## config.mk

```make
export PLATFORM = sky130hd
export DESIGN_NAME = fetch_unit_flat
export DESIGN_NICKNAME = d
export VERILOG_FILES = /design/src/rtl/fetch_unit_if.sv /design/src/rtl/fetch_unit.sv /design/src/flat_wrapper.sv
export SDC_FILE = /design/constraint.sdc
export NUM_CORES = 1
export LEC_CHECK = 0
export BUFFER_PORTS_ARGS = -buffer_cell sky130_fd_sc_hd__buf_2
export CAP_MARGIN = 20
export CORE_ASPECT_RATIO = 1.4
export CORE_MARGIN = 8
export CORE_UTILIZATION = 40
export DETAILED_ROUTE_END_ITERATION = 10
export PLACE_DENSITY = 0.64
export RECOVER_POWER = 100
export SETUP_SLACK_MARGIN = 0.3
export SYNTH_ARGS = -nofsm -noshare
export SYNTH_HDL_FRONTEND = slang
export SYNTH_SLANG_ARGS = --single-unit
```

## constraint.sdc

```tcl
create_clock -name clk -period 2.7 [get_ports clk]
set_input_delay 0.675 -clock clk [delete_from_list [all_inputs] [get_ports clk]]
set_output_delay 0.675 -clock clk [all_outputs]
set_load 0.02 [all_outputs]
```

## src/rtl/fetch_unit_if.sv

```systemverilog
// ---------------------------------------------------------------------------
// fetch_unit_if
// Bundles the fetch stage's control, memory and IF/ID signals.
//   start, stall, branch_taken, branch_target : sequencing from the core
//   imem_data / imem_addr                      : instruction memory read port
//   instr, instr_pc, instr_valid               : IF/ID register toward decode
//   done, fetch_count                          : status
// modport slave  : the fetch unit itself
// modport master : the surrounding core / memory / environment
// ---------------------------------------------------------------------------
interface fetch_unit_if #(
    parameter int PC_W  = 10,
    parameter int CNT_W = 16
);
    logic              start;
    logic              stall;
    logic              branch_taken;
    logic [PC_W-1:0]   branch_target;
    logic [8:0]        imem_data;
    logic [PC_W-1:0]   imem_addr;
    logic [8:0]        instr;
    logic [PC_W-1:0]   instr_pc;
    logic              instr_valid;
    logic              done;
    logic [CNT_W-1:0]  fetch_count;

    modport master (
        output start, stall, branch_taken, branch_target, imem_data,
        input  imem_addr, instr, instr_pc, instr_valid, done, fetch_count
    );

    modport slave (
        input  start, stall, branch_taken, branch_target, imem_data,
        output imem_addr, instr, instr_pc, instr_valid, done, fetch_count
    );
endinterface

```

## src/rtl/fetch_unit.sv

```systemverilog
// ---------------------------------------------------------------------------
// fetch_unit
// Instruction fetch stage of the R.O.E 9-bit core. Owns the program counter,
// addresses instruction memory (combinational read), and registers fetched
// words into the IF/ID register that feeds the control decoder.
// Ports:
//   clk    : rising-edge clock
//   reset  : asynchronous active-high reset
//   bus    : fetch_unit_if.slave (see interface header for signal roles)
// Sequencing: IDLE --start--> RUN --halt word--> HALTED --start--> RUN.
// In RUN the priority is branch > stall > halt word > normal fetch.
// ---------------------------------------------------------------------------
module fetch_unit #(
    parameter int         PC_W       = 10,
    parameter logic [8:0] HALT_INSTR = 9'h1FF,
    parameter int         CNT_W      = 16
) (
    input  logic         clk,
    input  logic         reset,
    fetch_unit_if.slave  bus
);

    typedef enum logic [1:0] {
        S_IDLE   = 2'd0,
        S_RUN    = 2'd1,
        S_HALTED = 2'd2
    } state_t;

    localparam logic [PC_W-1:0]  PC_ONE  = {{(PC_W-1){1'b0}}, 1'b1};
    localparam logic [CNT_W-1:0] CNT_ONE = {{(CNT_W-1){1'b0}}, 1'b1};
    localparam logic [CNT_W-1:0] CNT_MAX = {CNT_W{1'b1}};

    state_t           state_q, state_d;
    logic [PC_W-1:0]  pc_q, pc_d;
    logic [8:0]       instr_q, instr_d;
    logic [PC_W-1:0]  instr_pc_q, instr_pc_d;
    logic             instr_valid_q, instr_valid_d;
    logic             done_q, done_d;
    logic [CNT_W-1:0] fetch_count_q, fetch_count_d;

    // State register and IF/ID register with asynchronous reset.
    always_ff @(posedge clk or posedge reset) begin
        if (reset) begin
            state_q       <= S_IDLE;
            pc_q          <= '0;
            instr_q       <= 9'h000;
            instr_pc_q    <= '0;
            instr_valid_q <= 1'b0;
            done_q        <= 1'b0;
            fetch_count_q <= '0;
        end else begin
            state_q       <= state_d;
            pc_q          <= pc_d;
            instr_q       <= instr_d;
            instr_pc_q    <= instr_pc_d;
            instr_valid_q <= instr_valid_d;
            done_q        <= done_d;
            fetch_count_q <= fetch_count_d;
        end
    end

    // Next-state and next-register logic for the fetch sequencer.
    always_comb begin
        state_d       = state_q;
        pc_d          = pc_q;
        instr_d       = instr_q;
        instr_pc_d    = instr_pc_q;
        instr_valid_d = instr_valid_q;
        done_d        = done_q;
        fetch_count_d = fetch_count_q;

        case (state_q)
            S_IDLE: begin
                instr_valid_d = 1'b0;
                if (bus.start) begin
                    state_d       = S_RUN;
                    pc_d          = '0;
                    fetch_count_d = '0;
                end else begin
                    state_d = S_IDLE;
                end
            end

            S_RUN: begin
                if (bus.branch_taken) begin
                    // Redirect flushes the word fetched this cycle; it is
                    // neither counted nor checked for halt.
                    pc_d          = bus.branch_target;
                    instr_valid_d = 1'b0;
                end else if (bus.stall) begin
                    state_d = S_RUN;
                end else if (bus.imem_data == HALT_INSTR) begin
                    // The halt word never reaches decode.
                    state_d       = S_HALTED;
                    instr_valid_d = 1'b0;
                    done_d        = 1'b1;
                end else begin
                    instr_d       = bus.imem_data;
                    instr_pc_d    = pc_q;
                    instr_valid_d = 1'b1;
                    pc_d          = pc_q + PC_ONE;
                    if (fetch_count_q != CNT_MAX) begin
                        fetch_count_d = fetch_count_q + CNT_ONE;
                    end else begin
                        fetch_count_d = fetch_count_q;
                    end
                end
            end

            S_HALTED: begin
                instr_valid_d = 1'b0;
                if (bus.start) begin
                    state_d       = S_RUN;
                    pc_d          = '0;
                    fetch_count_d = '0;
                    done_d        = 1'b0;
                end else begin
                    done_d = 1'b1;
                end
            end

            default: begin
                state_d       = S_IDLE;
                instr_valid_d = 1'b0;
                done_d        = 1'b0;
            end
        endcase
    end

    // imem_addr is the live PC so memory read data lines up with this cycle.
    assign bus.imem_addr   = pc_q;
    assign bus.instr       = instr_q;
    assign bus.instr_pc    = instr_pc_q;
    assign bus.instr_valid = instr_valid_q;
    assign bus.done        = done_q;
    assign bus.fetch_count = fetch_count_q;

endmodule

```

## src/flat_wrapper.sv

```systemverilog
// flat-port wrapper written by rule: the top's interface ports become plain ports
module fetch_unit_flat 
#(
    parameter int         PC_W       = 10,
    parameter logic [8:0] HALT_INSTR = 9'h1FF,
    parameter int         CNT_W      = 16
)
  (clk, reset, bus_start, bus_stall, bus_branch_taken, bus_branch_target, bus_imem_data, bus_imem_addr, bus_instr, bus_instr_pc, bus_instr_valid, bus_done, bus_fetch_count);
  fetch_unit_if #(.PC_W(PC_W), .CNT_W(CNT_W)) bus_i ();
  input  logic clk;
  input  logic reset;
  input wire logic [$bits(bus_i.start)-1:0] bus_start;
  input wire logic [$bits(bus_i.stall)-1:0] bus_stall;
  input wire logic [$bits(bus_i.branch_taken)-1:0] bus_branch_taken;
  input wire logic [$bits(bus_i.branch_target)-1:0] bus_branch_target;
  input wire logic [$bits(bus_i.imem_data)-1:0] bus_imem_data;
  output wire logic [$bits(bus_i.imem_addr)-1:0] bus_imem_addr;
  output wire logic [$bits(bus_i.instr)-1:0] bus_instr;
  output wire logic [$bits(bus_i.instr_pc)-1:0] bus_instr_pc;
  output wire logic [$bits(bus_i.instr_valid)-1:0] bus_instr_valid;
  output wire logic [$bits(bus_i.done)-1:0] bus_done;
  output wire logic [$bits(bus_i.fetch_count)-1:0] bus_fetch_count;
  assign bus_i.start = bus_start;
  assign bus_i.stall = bus_stall;
  assign bus_i.branch_taken = bus_branch_taken;
  assign bus_i.branch_target = bus_branch_target;
  assign bus_i.imem_data = bus_imem_data;
  assign bus_imem_addr = bus_i.imem_addr;
  assign bus_instr = bus_i.instr;
  assign bus_instr_pc = bus_i.instr_pc;
  assign bus_instr_valid = bus_i.instr_valid;
  assign bus_done = bus_i.done;
  assign bus_fetch_count = bus_i.fetch_count;
  fetch_unit #(.PC_W(PC_W), .HALT_INSTR(HALT_INSTR), .CNT_W(CNT_W)) u_core (.clk(clk), .reset(reset), .bus(bus_i));
endmodule
```

# Yosys cells after proc, flatten, opt, wreduce, memory -nomap -nowiden
# Index checks and enable logic that the tools add are counted.
# Widths: inputs -> output; s select.
# totals
inputBits	24
regBits	49
# op_classes
n_eq_ne	14
add_sub_neg	2
bitwise	4
reduce_logical	8
muxes	26
# ops
cell	count
$mux 16	5
$mux 10	4
$pmux 16 s2	1
$pmux 10 s2	1
$add 16x1->16 const B	1
$ne 16x16->1 const B	1
$reduce_and 4->1	3
$add 10x1->10 const B	1
$eq 9x9->1 const B	1
$mux 1	9
$mux 2	4
$ne 2x2->1 const B	4
$ne 2x1->1 const B	3
$ne 3x3->1 const B	2
$pmux 2 s3	1
$reduce_and 6->1	1
$not 1->1	4
$ne 3x2->1 const B	1
$pmux 1 s3	1
$reduce_and 3->1	1
$eq 2x1->1 const B	1
$eq 2x2->1 const B	1
$logic_not 2->1	1
$reduce_bool 2->1	1
$reduce_or 2->1	1

# Longest topological paths before layout
# Gate-level depths: netlist (run 1).
# logic_depth
depth_word	6
mapped_depth	9

# Worst setup path before layout (run 1)
# No wires, ideal clock.
# synth_timing
kind	flip-flop to flip-flop
start	register u_core.fetch_count_q[0] (netlist: u_core.bus.fetch_count[0])
end	register u_core.fetch_count_q[0] (netlist: u_core.bus.fetch_count[0])
synth_period_minus_slack_ns	2.103
n_path_buf	1
arrival_ns	1.978
setup_slack_ns	0.597
path_stages_with_launch	8
setup_time_ns	0.125
required_time_ns	2.575
path_cell_list	dfrtp_1 -> ha_1 -> nand3_1 -> or4_4 -> a31oi_4 -> buf_6 -> nor2_1 -> mux2_2
# synth_between
elab_chain_cells	6
word_cells_on_any_way	9
# synth_lines
element	line	rtl
start: declaration	fetch_unit.sv:39	logic [CNT_W-1:0] fetch_count_q, fetch_count_d;
start signal: assignment	fetch_unit.sv:58	fetch_count_q <= fetch_count_d;
$add 16x1->16	fetch_unit.sv:103	fetch_count_d = fetch_count_q + CNT_ONE;
$mux 16	fetch_unit.sv:102	if (fetch_count_q != CNT_MAX) begin
$mux 16	fetch_unit.sv:92	end else if (bus.imem_data == HALT_INSTR) begin
$mux 16	fetch_unit.sv:90	end else if (bus.stall) begin
$mux 16	fetch_unit.sv:85	if (bus.branch_taken) begin
$pmux 16 s2	fetch_unit.sv:72	case (state_q)
# Parallel ways exist; a longest one is shown, timed or not. The select of a mux whose other input is x is not followed.
# A chain may end at the register's enable or synchronous reset.

# Final worst setup path (run 1)
# layout_timing
start	register u_core.fetch_count_q[0] (netlist: u_core.bus.fetch_count[0])
end	register u_core.fetch_count_q[3] (netlist: u_core.bus.fetch_count[3])
# The elaborated chain is that of the path after synthesis.

==> out/metrics.yaml, run 1 <==
status: "complete, no violations"
ys_types: 45
wl_met1_microns: 2910
fillers: 654
top_layer: "met4"
finalSetupViolations: 0
post_cts_resized: 0
reg2reg_depth: 7
power.density_mw_per_mm2: 995
r2r_setup_slack_ps: 370
drtIter0Drc: 106
finalHoldViolCount: 0
nNetsFinal: 381
syn_inst: 278
syn_area_per_cell_sq_um: 9.51
whs_path_depth: 2
cp_slowest_cell: "or4_1"
core_sq_mm: 0.00648
worst-path-max-fanout: 5
antenna_found_initial: 0
fp.dieH_microns: 112
path_clk_slew_ps: 100
port_buffers: 70
synth_nets: 308
synth_seq_cells: 49
overflow: 0
drive_above_1_share_pct: 17.0
worstSetupPathType: "reg -> reg"
cp_cell_sequence: "ha_1 > nand3_1 > or4_1 > a31oi_4 > clkbuf_1 > or4_1 > nand3_1"
hold_buffers: 0
ys.warnings.count: 0
period_share_pct: 86.1
antenna_left: 0
clk_latency_ps: 300
peakVddDrop_mv: 0.460
gp_congestion: 0.773
worst_pin_slew_ps: 1240
fmax_mhz: 430
drv_slew: 0
timing.rr.start: "u_core.bus.fetch_count[0]"
start_util_pct: 40.8
fin_area_sq_mm: 0.00313
start_kind: "flop"
seq_area_frac_synth_pct: 46.4
synth_ff_type: "dfrtp_1"
async_reset_ff_share_pct: 100
routed_wl_microns: 6870
clkSinkCount: 49
cts_max_level: 2
grt_pass1_wl_microns: 11200
via_per_inst: 5.62
slew_headroom_pct: 17.3
clk_path_buf_depth: 2
wl_per_cell_microns: 16.1
num_rows: 35
track_usage_pct: 14.3
regToRegEndpoint: "u_core.bus.fetch_count[3]"
cts_tree: "yes"
grt_pass1_vias: 2290
met2WireLength_microns: 3540
grt_start_max_net_pins: 50
vias: 2396
drc: 0
syn_area_sq_mm: 0.00264
critPathMaxStageDelay_ps: 610
area_growth_pct: 18.6
synth_edf_count: 0
cp_data_required_time_ps: 2890
crit_arrival_ps: 2520
wl_met3_microns: 357
drv_cap: 0
worst_setup_path_end_kind: "flop"
p_leak_uw: 0.00132
numCtsBuffers: 5
cts_root_buffer: "clkbuf_8"
hold_end: "u_core.bus.instr_pc[7]"
fp.dieW_microns: 84.7
dpl_cell_area_sq_mm: 0.00305
hp-class: "reg -> reg"
io_pins: 71
min-delay-start: "u_core.bus.instr_pc[7]"
setup_tns_ps: 0
hpwl_microns: 4910
fin_crit_ps: 2330
dr.pass1.iters: 4
antenna_cells: 0
rsz0062_at_grt: "no"
die_area_sq_mm: 0.00950
finalClockSkew_ps: 12.2
==> routing by layer <==
metal / track usage [%] / vias to the layer above
met1: 16.4 / 1157
met4: 4.65 / 0
met2: 24.7 / 65
met3: 4.09 / 4
met5: 0 / -
li1: - / 1170
==> cell usage in the layout, fill, tap and decap left out, drive strengths merged, types with 6 or more instances in the layout <==
cell type,count
buf,29
nand3,13
clkbuf,57
a21oi,19
nand2b,6
ha,6
mux2,17
o31ai,8
nand2,21
a31oi,6
nor3,6
inv,12
o21ai,36
dfrtp,49
nand4,6
nor2,20
==> cell type report <==
type	count	area (sq um)	area share [%]
tap	74	92.6	2.96
multi-input combinational	203	1290	41.3
clock inverter	2	37.5	1.20
clock buffer	6	82.6	2.64
timing repair buffer	80	354	11.3
sequential	49	1230	39.1
inverter	12	45.0	1.44
==> stage by stage <==
step                      setup slack [ps]  cells  power [uW]  utilization [%]  hold slack (ps)
after CTS                              376    421        3150             48.9              489
final                                  374    426        3120             48.3              486
after floorplan                        597    278        2160                -              580
after global routing                   204    426        3350             48.3              508
after detailed placement               409    413        2590             47.0              465
after global placement                 458    413        2570             47.0              457
==> worst max-delay path, delay by kind of cell, from the launching register on <==
family          cells  cell delay (ps)
fa+ha+maj           1              250
compound gates      1              310
buf+inv             1              200
flops               1              450
simple gates        4             1010
==> power breakdown <==
group	total [uW]	leakage (uW)	switching, uW	internal (uW)
sequential	1150	0.000655	196	956
clock	551	0.0000574	249	301
combinational	1410	0.000607	915	500
total	3120	0.00132	1360	1760
==> cells by family after synthesis <==
logic type,after synthesis,synth area share [%]
AND/OR/NAND/NOR,89,17.4
AO/OA/AOI/OAI,87,20.2
flip-flops,49,46.4
buffers and inverters,27,4.78
multiplexers,20,8.38
adder cells (fa/ha/maj),6,2.84
==> worst max path at each step <==
stage	from	endpoint	slack, ps
global route	u_core.bus.fetch_count[0]	u_core.bus.fetch_count[10]	200
finish	u_core.bus.fetch_count[0]	u_core.bus.fetch_count[3]	370
detailed placement	u_core.bus.fetch_count[0]	u_core.bus.fetch_count[8]	410
global placement	bus_imem_data[7]	u_core.bus.fetch_count[4]	460
CTS	u_core.bus.fetch_count[0]	u_core.bus.fetch_count[8]	380
floorplan	u_core.bus.fetch_count[0]	u_core.bus.fetch_count[0]	600
==> state kept, by name, summed over array words and instances (netlist names) <==
register                count
u_core.bus.done             1
u_core.state_q              2
u_core.bus.instr            9
u_core.bus.fetch_count     16
u_core.bus.instr_valid      1
u_core.bus.imem_addr       10
u_core.bus.instr_pc        10
==> cell usage after synthesis, drive strengths merged, types with 3 or more instances <==
cell type / number / area [sq um]
nand2: 21 / 78.8
ha: 6 / 75.1
nand3: 13 / 65.1
nand4: 6 / 52.6
a22oi: 3 / 22.5
o41ai: 3 / 26.3
or3: 3 / 18.8
or4: 3 / 26.3
o22ai: 5 / 31.3
dfrtp: 49 / 1230
clkbuf: 9 / 33.8
a31oi: 5 / 46.3
nor4: 3 / 18.8
mux2: 17 / 191
nor2: 20 / 75.1
nand2b: 6 / 37.5
nor3: 6 / 30.0
mux2i: 3 / 30.0
o21ai: 36 / 184
o31ai: 8 / 60.1
inv: 12 / 45.0
buf: 6 / 47.5
a21oi: 19 / 95.1
==> what timing repair did <==
item	4_1_cts	5_1_grt
endpoints found under the setup margin	0	6
hold endpoints to repair	0	0
buffers inserted	0	4
Note: power is estimated with default switching activity, not from simulation.
==> run 2, diff against run 1 <==
Settings changed: CTS_BUF_LIST set to sky130_fd_sc_hd__clkbuf_16.
==> run 2 against run 1 <==
  * Core utilization up 0.71 points
  * Wire length up 1.2%
  * Critical endpoint unchanged
  * Largest power group unchanged
  * Sequential power about the same
  * Critical path depth unchanged
  * Register-to-register slack about the same
  * Largest cell class unchanged
  * Global-route usage about the same
  * Hold slack worse by 6.8 ps
  * Cell count unchanged
  * Sequential cell count unchanged
==> out/metrics.yaml, run 2 (synthesized netlist as in run 1, its figures left out) <==
cp_slowest_cell: "or4_1"
cts_root_buffer: "clkbuf_16"
grt_pass1_wl_microns: 11200
gp_congestion: 0.773
die_area_sq_mm: 0.00950
regToRegEndpoint: "u_core.bus.fetch_count[3]"
worst_setup_path_end_kind: "flop"
start_kind: "flop"
core_sq_mm: 0.00648
dr.pass1.iters: 4
timing.rr.start: "u_core.bus.fetch_count[0]"
cts_tree: "yes"
whs_path_depth: 2
cts_max_level: 2
whs_ps: 479
crit_family: "simple AND/OR/NAND/NOR gates"
drive_above_1_share_pct: 16.8
antenna_left: 0
fmax_mhz: 432
drv_slew: 0
nNetsFinal: 381
cp_cell_sequence: "ha_1 > nand3_1 > or4_1 > a31oi_4 > clkbuf_1 > or4_1 > nand3_1"
critPathLaunch: "u_core.bus.fetch_count[0]"
finalHoldViolCount: 0
antenna_cells: 0
overflow: 0
track_usage_pct: 14.3
antenna_found_initial: 0
grt_start_max_net_pins: 50
critPathMaxStageDelay_ps: 610
setup_tns_ps: 0
worstSetupPathType: "reg -> reg"
reg2reg_depth: 7
final_cells: 426
port_buffers: 70
hp-class: "reg -> reg"
final_cell_mix: "49 x clkbuf_1, 49 x dfrtp_1, 32 x o21ai_0"
largest_reg_flops: 16
fp.dieW_microns: 84.7
post-place-cells: 413
post_cts_resized: 0
numCtsBuffers: 5
routed_wl_microns: 6950
peakVddDrop_mv: 0.472
post_cts_buffers: 0
period_share_pct: 85.7
area_growth_pct: 20.3
vias: 2403
p_leak_uw: 0.00134
post-route-util_pct: 49.1
drv_cap: 0
finalSetupViolations: 0
power.density_mw_per_mm2: 1030
critical_path_depth: 7
via_per_inst: 5.64
r2r_setup_slack_ps: 390
slew_headroom_pct: 18.7
grt_pass1_vias: 2267
cp_data_required_time_ps: 2870
crit_path_end: "u_core.bus.fetch_count[3]"
hpwl_microns: 4910
clk_latency_ps: 290
drtIter0Drc: 109
path_clk_slew_ps: 70
drc: 0
crit_buf_inv: 1
fp.dieH_microns: 112
status: "complete, no violations"
worst_pin_slew_ps: 1220
rsz0062_at_grt: "no"
io_pins: 71
worst-path-max-fanout: 5
crit_arrival_ps: 2490
dp_slack_ps: 409
num_rows: 35
hold_buffers: 0
clkSinkCount: 49
finalClockSkew_ps: 6.46
start_util_pct: 40.8
fillers: 653
wl_per_cell_microns: 16.3
clk_path_buf_depth: 2
setup_slack_ps: 387
fin_crit_ps: 2310
## run 2: changes by cell type in the layout (fill, tap and decap cells not counted)
cell       previous run  this run
clkbuf_8              6         0
clkbuf_16             0         5
clkinv_1              0         1
## run 2: layout make-up
| cell class | instances | area, sq um | area share (%) |
|---|---|---|---|
| clock buffer | 5 | 125 | 3.94 |
| clock inverter | 3 | 41.3 | 1.30 |
| inverter | 12 | 45.0 | 1.42 |
| multi-input combinational | 203 | 1290 | 40.7 |
| sequential | 49 | 1230 | 38.6 |
| tap | 74 | 92.6 | 2.91 |
| timing repair buffer | 80 | 354 | 11.1 |
## run 2: power breakdown
part / switching (uW) / internal [uW] / total (uW) / leakage, uW
registers: 196 / 958 / 1150 / 0.000655
clock network: 273 / 434 / 707 / 0.0000775
logic: 916 / 500 / 1420 / 0.000607
total: 1390 / 1890 / 3280 / 0.00134
## run 2: worst min path at each step
stage                             endpoint                    from  slack, ps
floorplan                u_core.state_q[1]       u_core.state_q[1]        580
global placement    u_core.bus.instr_pc[5]  u_core.bus.instr_pc[5]        460
detailed placement  u_core.bus.instr_pc[7]  u_core.bus.instr_pc[7]        470
CTS                 u_core.bus.instr_pc[7]  u_core.bus.instr_pc[7]        480
global route        u_core.bus.instr_pc[2]  u_core.bus.instr_pc[2]        500
finish              u_core.bus.instr_pc[7]  u_core.bus.instr_pc[7]        480
## run 2: per-layer routing
| metal | GRT usage [%] | vias up | routed length, microns |
|---|---|---|---|
| met5 | 0 | - | 0 |
| li1 | - | 1171 | - |
| met2 | 24.5 | 66 | 3560 |
| met1 | 16.8 | 1160 | 2940 |
| met4 | 4.53 | 0 | 74 |
| met3 | 4.02 | 6 | 371 |
## run 2: tightest hold or removal path: cells and delay by family, from the launching register on
| family | cells | cell delay, ps |
|---|---|---|
| and+or+nand+nor | 1 | 40 |
| AOI/OAI and AO/OA | 1 | 60 |
| DFF | 1 | 340 |
## run 2: stage by stage
step | instance area (sq um) | total power, uW
detailed placement | 3050 | 2590
global route | 3180 | 3500
floorplan | 2640 | 2160
global placement | 3050 | 2570
CTS | 3220 | 3310
finish | 3180 | 3280
==> run 3, diff against run 2 <==
Settings changed: CORE_ASPECT_RATIO 1.4 to not set, PLACE_DENSITY 0.64 to not set.
==> run 3 against run 2 <==
  * Power decreased by 4.0%
  * Die area decreased by 0.39%
  * Largest power group unchanged
  * Cell count decreased by 0.47%
  * Clock skew decreased by 1.7 ps
  * Wire length increased by 1.9%
  * Sequential share of layout area increased by 0.52 points
  * Clock power decreased by 13%
  * Critical path depth decreased by 1
  * Register-to-register slack about the same
  * Sequential cell count unchanged
  * Fmax decreased by 0.59%
==> out/metrics.yaml, run 3 (synthesized netlist as in run 1, its figures left out) <==
status: "complete, no violations"
clk_latency_ps: 290
worst_pin_slew_ps: 1180
worst-path-max-fanout: 12
reg2reg_depth: 6
core_sq_mm: 0.00639
track_usage_pct: 14.7
vias: 2382
numCtsBuffers: 5
port_buffers: 70
finalSetupViolations: 0
p_leak_uw: 0.00131
post-route-util_pct: 49.1
routed_wl_microns: 7080
cts_tree: "yes"
grt_pass1_vias: 2316
clkSinkCount: 49
nNetsFinal: 376
finalClockSkew_ps: 4.76
fp.dieW_microns: 97.3
rsz0062_at_grt: "no"
peakVddDrop_mv: 0.498
power.density_mw_per_mm2: 1000
drv_cap: 0
start_kind: "flop"
worstSetupPathType: "reg -> reg"
setup_tns_ps: 0
period_share_pct: 86.2
die_area_sq_mm: 0.00946
cts_max_level: 2
overflow: 0
path_clk_slew_ps: 70
mostFrequentLayoutCell: "clkbuf_1"
final_cells: 424
drtIter0Drc: 95
whs_path_depth: 2
post-place-cells: 415
grt_start_max_net_pins: 34
drive_above_1_share_pct: 16.1
final_cell_mix: "50 x clkbuf_1, 49 x dfrtp_1, 34 x o21ai_0"
clk_path_buf_depth: 2
hp-class: "reg -> reg"
cts_root_buffer: "clkbuf_16"
largest_reg_flops: 16
cp_data_required_time_ps: 2850
finalHoldViolCount: 0
antenna_cells: 0
antenna_left: 0
antenna_found_initial: 0
drv_slew: 0
area_growth_pct: 18.7
fillers: 650
worst_setup_path_end_kind: "flop"
slew_headroom_pct: 21.0
grt_pass1_wl_microns: 11800
crit_arrival_ps: 2480
fp.dieH_microns: 97.3
start_util_pct: 41.4
fin_crit_ps: 2330
fmax_mhz: 430
via_per_inst: 5.62
dr.pass1.iters: 4
wl_per_cell_microns: 16.7
num_rows: 29
io_pins: 71
hpwl_microns: 4980
hold_buffers: 0
drc: 0
gp_congestion: 0.744
run 3: changes by cell type in the layout (fill, tap and decap cells not counted), moves of 2 or more:
| cell | before | now |
|---|---|---|
| buf_4 | 6 | 1 |
| o21ai_0 | 32 | 34 |
| o21ai_1 | 4 | 1 |
| clkinv_2 | 0 | 2 |
run 3: repair_timing:
action / CTS / global route
hold endpoints to repair: 0 / 0
setup endpoints to repair: 0 / 16
buffers inserted: 0 / 0
resized for setup: 0 / 4
run 3: worst max-delay path, stage by stage, from the launching register on:
cell	delay [ps]
dfrtp_1	420
ha_1	240
nand3_1	170
or4_1	610
and3b_1	260
o21ai_4	330
o21ai_0	160
run 3: stage by stage:
step	hold WS [ps]	setup slack (ps)	instance area, sq um	power, uW
after floorplan	580	597	2640	2160
after global placement	459	451	3050	2560
after detailed placement	465	382	3050	2580
after CTS	481	366	3190	3210
after global routing	521	167	3140	3380
final	477	373	3140	3150
run 3: final cells by class:
class                           instances  area [sq um]  area share (%)
Tap cell                               77          96.3            3.07
Sequential cell                        49          1230            39.1
Multi-Input combinational cell        203          1310            41.8
Clock buffer                            5           125            3.99
Inverter                               12          45.0            1.44
Clock inverter                          3          17.5           0.558
Timing Repair Buffer                   75           315            10.1
run 3: worst paths after layout:
kind	startpoint	endpoint	slack, ps
setup / recovery	u_core.bus.fetch_count[0]	u_core.bus.fetch_count[2]	370
hold / removal	u_core.bus.instr_pc[5]	u_core.bus.instr_pc[5]	480
max in group asynchronous	reset	u_core.bus.instr[8]	820
setup reg to reg	u_core.bus.fetch_count[0]	u_core.bus.fetch_count[2]	370
hold reg to reg	u_core.bus.instr_pc[5]	u_core.bus.instr_pc[5]	480
min in group asynchronous	reset	u_core.bus.done	690
run 3: report_power, final:
| part | internal [uW] | switching [uW] | leakage, uW |
|---|---|---|---|
| registers | 958 | 191 | 0.000655 |
| clock network | 340 | 274 | 0.0000696 |
| logic | 453 | 930 | 0.000585 |
| total | 1750 | 1390 | 0.00131 |
run 3: routing by layer:
| metal | vias to the layer above | part of all wire (%) | wire length, microns | track usage (%) |
|---|---|---|---|---|
| met2 | 78 | 44 | 3120 | 22.3 |
| met4 | 0 | 0.79 | 56 | 3.50 |
| met1 | 1139 | 48 | 3390 | 19.8 |
| met5 | - | 0 | 0 | 0 |
| met3 | 4 | 7.3 | 516 | 4.77 |
| li1 | 1161 | - | - | - |
